--- config.mk ---
export PLATFORM = sky130hd
export DESIGN_NAME = keypad_event_debouncer
export DESIGN_NICKNAME = d
export VERILOG_FILES = /design/src/rtl/keypad_event_debouncer.sv
export SDC_FILE = /design/constraint.sdc
export NUM_CORES = 1
export LEC_CHECK = 0
export ABC_CLOCK_PERIOD_IN_PS = 2900
export BUFFER_PORTS_ARGS = -buffer_cell sky130_fd_sc_hd__buf_2
export CORE_ASPECT_RATIO = 1.5
export CORE_MARGIN = 2
export CORE_UTILIZATION = 36
export DETAILED_ROUTE_END_ITERATION = 10
export PLACE_DENSITY_LB_ADDON = 0.2
export SLEW_MARGIN = 25
export SYNTH_ARGS = -nofsm -noshare
export SYNTH_HDL_FRONTEND = slang
export SYNTH_SLANG_ARGS = --single-unit
export TNS_END_PERCENT = 100
--- constraint.sdc ---
create_clock -name clk -period 2.9 [get_ports clk]
set_input_delay 0.58 -clock clk [delete_from_list [all_inputs] [get_ports clk]]
set_output_delay 0.58 -clock clk [all_outputs]
set_load 0.01 [all_outputs]
--- src/rtl/keypad_event_debouncer.sv ---
// Keypad debouncer: press/release debounce on a one-hot row/col key, with
// single-cycle press, release and typematic repeat events.
module keypad_event_debouncer #(
  parameter int ROWS         = 4,
  parameter int COLS         = 4,
  parameter int PRESS_CNT    = 60000,
  parameter int RELEASE_CNT  = 30000,
  parameter int REPEAT_EN    = 1,
  parameter int REPEAT_DELAY = 1500000,
  parameter int REPEAT_RATE  = 300000
) (
  input  logic                            clk,
  input  logic                            rst_n,
  input  logic                            key_pressed,
  input  logic [ROWS-1:0]                 row_idx,
  input  logic [COLS-1:0]                 col_idx,
  output logic                            key_valid,
  output logic [ROWS-1:0]                 key_row,
  output logic [COLS-1:0]                 key_col,
  output logic [$clog2(ROWS*COLS)-1:0]    key_code,
  output logic                            press_pulse,
  output logic                            release_pulse,
  output logic                            repeat_pulse
);

  localparam int CW     = $clog2(ROWS*COLS);
  localparam int DB_MAX = (PRESS_CNT > RELEASE_CNT) ? PRESS_CNT : RELEASE_CNT;
  localparam int RP_MAX = (REPEAT_DELAY > REPEAT_RATE) ? REPEAT_DELAY : REPEAT_RATE;
  localparam int DBW    = $clog2(DB_MAX + 1);
  localparam int RPW    = $clog2(RP_MAX + 1);

  localparam logic [DBW-1:0] PRESS_LAST   = DBW'(PRESS_CNT - 1);
  localparam logic [DBW-1:0] RELEASE_LAST = DBW'(RELEASE_CNT - 1);
  localparam logic [RPW-1:0] DELAY_LAST   = RPW'(REPEAT_DELAY - 1);
  localparam logic [RPW-1:0] RATE_LAST    = RPW'(REPEAT_RATE - 1);

  localparam logic [1:0] S_IDLE = 2'd0;
  localparam logic [1:0] S_DEB  = 2'd1;
  localparam logic [1:0] S_HOLD = 2'd2;
  localparam logic [1:0] S_REL  = 2'd3;

  logic [1:0]      state;
  logic [DBW-1:0]  cnt;
  logic [RPW-1:0]  rpt_cnt;
  logic            rpt_first;
  logic [ROWS-1:0] cand_row;
  logic [COLS-1:0] cand_col;
  logic [CW-1:0]   cand_code;
  logic            sample_ok;
  logic            match;
  logic [RPW-1:0]  rpt_last;

  assign sample_ok = key_pressed && $onehot(row_idx) && $onehot(col_idx);
  assign match     = sample_ok && (row_idx == cand_row) && (col_idx == cand_col);
  assign rpt_last  = rpt_first ? DELAY_LAST : RATE_LAST;

  always_comb begin
    cand_code = '0;
    for (int r = 0; r < ROWS; r++)
      for (int c = 0; c < COLS; c++)
        if (cand_row[r] && cand_col[c]) cand_code = CW'(r*COLS + c);
  end

  always_ff @(posedge clk or negedge rst_n) begin
    if (!rst_n) begin
      state         <= S_IDLE;
      cnt           <= '0;
      rpt_cnt       <= '0;
      rpt_first     <= 1'b0;
      cand_row      <= '0;
      cand_col      <= '0;
      key_valid     <= 1'b0;
      key_row       <= '0;
      key_col       <= '0;
      key_code      <= '0;
      press_pulse   <= 1'b0;
      release_pulse <= 1'b0;
      repeat_pulse  <= 1'b0;
    end else begin
      press_pulse   <= 1'b0;
      release_pulse <= 1'b0;
      repeat_pulse  <= 1'b0;
      case (state)
        S_IDLE: begin
          if (sample_ok) begin
            cand_row <= row_idx;
            cand_col <= col_idx;
            cnt      <= '0;
            state    <= S_DEB;
          end
        end
        S_DEB: begin
          if (!match) begin
            state    <= S_IDLE;
            cand_row <= '0;
            cand_col <= '0;
            cnt      <= '0;
          end else if (cnt == PRESS_LAST) begin
            state       <= S_HOLD;
            cnt         <= '0;
            key_valid   <= 1'b1;
            key_row     <= cand_row;
            key_col     <= cand_col;
            key_code    <= cand_code;
            press_pulse <= 1'b1;
            rpt_cnt     <= '0;
            rpt_first   <= 1'b1;
          end else begin
            cnt <= cnt + 1'b1;
          end
        end
        S_HOLD: begin
          if (!match) begin
            state <= S_REL;
            cnt   <= '0;
          end else if (REPEAT_EN != 0) begin
            // Reload rather than free-run so the counter never wraps.
            if (rpt_cnt == rpt_last) begin
              repeat_pulse <= 1'b1;
              rpt_cnt      <= '0;
              rpt_first    <= 1'b0;
            end else begin
              rpt_cnt <= rpt_cnt + 1'b1;
            end
          end
        end
        default: begin
          // Release debounce: repeat counter is left frozen until HOLD resumes.
          if (match) begin
            state <= S_HOLD;
            cnt   <= '0;
          end else if (cnt == RELEASE_LAST) begin
            state         <= S_IDLE;
            cnt           <= '0;
            cand_row      <= '0;
            cand_col      <= '0;
            key_valid     <= 1'b0;
            release_pulse <= 1'b1;
          end else begin
            cnt <= cnt + 1'b1;
          end
        end
      endcase
    end
  end

endmodule

==> flow_metrics.env <==
export IMPL_vias=3414
export IMPL_slew_violations=0
export IMPL_cts_root_buf="clkbuf_16"
export IMPL_crit_arrival_ns=3.24
export IMPL_violations="negative setup slack"
export IMPL_start_util=0.365
export IMPL_hpwl_um=6900
export IMPL_worstSetupPathType="input pin to flip-flop"
export IMPL_powerDensity_nw_per_um2=632
export IMPL_antenna_found_initial=0
export IMPL_place_gp_congestion=0.834
export IMPL_die_h_um=130
export IMPL_area_growth_pct=32.6
export IMPL_ctsHoldBuffers=0
export IMPL_grtUsageTotal=0.187
export IMPL_syn_num_nets=448
export IMPL_rsz0062_at_grt="true"
export IMPL_path_common_cell="ha_4"
export IMPL_finClkSkew_ns=0.00475
export IMPL_maxSlewHeadroom=0.435
export IMPL_layout_commonest_cell="dfrtp_1"
export IMPL_cp_max_fo=6
export IMPL_grt_max_degree=65
export IMPL_h_tree_depth=3
export IMPL_netlist_area_um2=3820
export IMPL_synthMuxAreaShare=0.0376
export IMPL_finalHoldViolations=0
export IMPL_diodes=0
export IMPL_syn_mean_instance_area_um2=9.06
export IMPL_setup_viol=27
export IMPL_cts_buffers=9
export IMPL_die_w_um=88.1
export IMPL_synth_compound_area_frac=0.166
export IMPL_status="finished, violations left"
export IMPL_worst_path_dominant_cell_family="adder cells"
export IMPL_finalPower_mw=3.21
export IMPL_synth_xor_area_share=0.0344
export IMPL_register_area_um2=1600
export IMPL_vias_per_cell=5.30
export IMPL_rows=46
export IMPL_yosysWarnings=0
export IMPL_path_cells="buf_8, inv_4, fa_1, inv_1, ha_2, ha_4, and4bb_2, nand2_2, nor3_4, inv_6, ha_4, inv_2, o2111ai_4, buf_4, nand2b_4, o41ai_2"
export IMPL_vdd_drop_max_uv=491
export IMPL_wl_um=9960
export IMPL_cts_sinks=64
export IMPL_clk_latency_ns=0.33
export IMPL_dieArea_um2=11500
export IMPL_grt_pass1_wl_um=16600
export IMPL_max_stage_delay_ns=0.53
export IMPL_end_kind="flip-flop"
export IMPL_wire_per_inst_um=15.5
export IMPL_hold_path_class="input pin to async pin"
export IMPL_worstPathRequired_ns=3.13
export IMPL_clk_pin_slew_ns=0.06
export IMPL_synthSimpleGateAreaFrac=0.242
export IMPL_tightest_slew_ns=0.847
export IMPL_drive_gt1_frac=0.276
export IMPL_drt_first_iter_violations=126
export IMPL_tns_ns=-1.15
export IMPL_layout_setup_ws_ns=-0.113
export IMPL_synth_fa_ha_area_frac=0.0530
export IMPL_ant_nets=0
export IMPL_syn_inst=422
export IMPL_power_leakage_nw=2.23
export IMPL_fillCellCount=987
export IMPL_yosysUniqueCellTypes=56
export IMPL_layout_common_cells="dfrtp_1 (64), nand2_1 (49), buf_4 (37), nor2_1 (30), inv_1 (26)"
export IMPL_core_area_um2=10500
export IMPL_crit_buf_inv=6
export IMPL_tritoncts="yes"
export IMPL_min_period_over_period=1.04
export IMPL_synth_async_reset_ratio=1.00
export IMPL_max_cap_violations=0
export IMPL_synth_main_ff_cell="dfrtp_1"
export IMPL_start_kind="input pin"
export IMPL_clock_fmax_ghz=0.332
export IMPL_clk_path_buf_depth=2
export IMPL_cp_slowest_cell="fa_1"
export IMPL_io_pins=27
export IMPL_synth_edf_count=0
export IMPL_ys_seq_area_frac=0.419
export IMPL_grt_overflow=0
export IMPL_drc=0
export IMPL_grt_pass1_vias=3399
export IMPL_fin_nets=521
export IMPL_io_buffers=26
export IMPL_min_period_ns=3.01
export IMPL_synth_top_family_by_area="simple AND/OR/NAND/NOR gates"
export IMPL_synth_seq_cells=64
export IMPL_drtPass1Iterations=4
export IMPL_multi_input_area_um2=2290
export IMPL_final_util=0.484
routing by layer:
metal,wire [um],GRT usage,up-vias
li1,-,-,1667
met1,4110,0.212,1674
met2,5340,0.328,59
met3,289,0.0436,14
met4,216,0.0847,0
met5,0,0,-
flip-flops by register name, summed over array words and instances (netlist names), 4 cells and up, named ones only:
signal and cells:
key_row 4, cand_col 4, cand_row 4, cnt 16
rpt_cnt 21, key_col 4, key_code 4
cell families after synthesis:
logic type / count (synthesis)
AO/OA/AOI/OAI: 93
XOR/XNOR: 15
adder cells (fa/ha/maj): 15
buffers and inverters: 45
flip-flops: 64
multiplexers: 14
AND/OR/NAND/NOR: 176
final timing paths:
kind / startpoint / end / slack, ns / cells past startpoint
max: col_idx[3] / rpt_cnt[18]$_DFFE_PN0P_ / -0.11 / 16
min: rst_n / cnt[7]$_DFFE_PN0P_ / 0.45 / 2
max reg2reg: cnt[0]$_DFFE_PN0P_ / cand_col[0]$_DFFE_PN0P_ / 0.47 / 8
min reg2reg: key_code[0]$_DFFE_PN0P_ / key_code[0]$_DFFE_PN0P_ / 0.48 / 2
max in group asynchronous: rst_n / cand_row[3]$_DFFE_PN0P_ / 1.91 / 2
min in group clk: key_code[0]$_DFFE_PN0P_ / key_code[0]$_DFFE_PN0P_ / 0.48 / 2
report_power, final:
part	switching [mW]	internal [mW]	total, mW
registers	0.0666	0.948	1.02
clock network	0.381	0.709	1.09
logic	0.581	0.520	1.10
total	1.03	2.18	3.21
metrics by stage:
stage / instances / setup WS, ns / hold WS, ns / instance area, um^2
global route: 644 / -0.221 / 0.510 / 5070
detailed placement: 617 / -0.568 / 0.453 / 4490
CTS: 640 / -0.139 / 0.474 / 4960
floorplan: 422 / -0.516 / 0.284 / 3960
global placement: 617 / -0.507 / 0.453 / 4490
finish: 644 / -0.113 / 0.451 / 5070
cells in the mapped netlist (7+ instances only):
master	n	area, um^2
nand4_1	9	56.3
o31ai_1	9	67.6
mux2i_1	11	110
nor3_1	17	85.1
and3_1	8	50.1
a21oi_1	15	75.1
dfrtp_1	64	1600
clkbuf_1	8	30.0
ha_1	13	163
nand2_1	50	188
o21ai_0	35	175
nand3_1	17	85.1
nor2_1	31	116
xnor2_1	15	131
inv_1	32	120
nand2b_1	7	43.8
timing repair:
| action | 4_1_cts | 5_1_grt |
|---|---|---|
| pin swaps | 16 | 12 |
| setup buffers | 5 | 3 |
| endpoints found under the setup margin | 48 | 52 |
| gates resized for setup | 36 | 22 |
| gates cloned | 2 | 2 |
final cells by class:
cell class	count	share of cell area
Inverter	33	0.0274
Clock inverter	3	0.00790
Timing Repair Buffer	72	0.110
Tap cell	144	0.0355
Clock buffer	13	0.0513
Sequential cell	64	0.316
Multi-Input combinational cell	315	0.452
No activity file was read; power rests on OpenSTA's default activity.
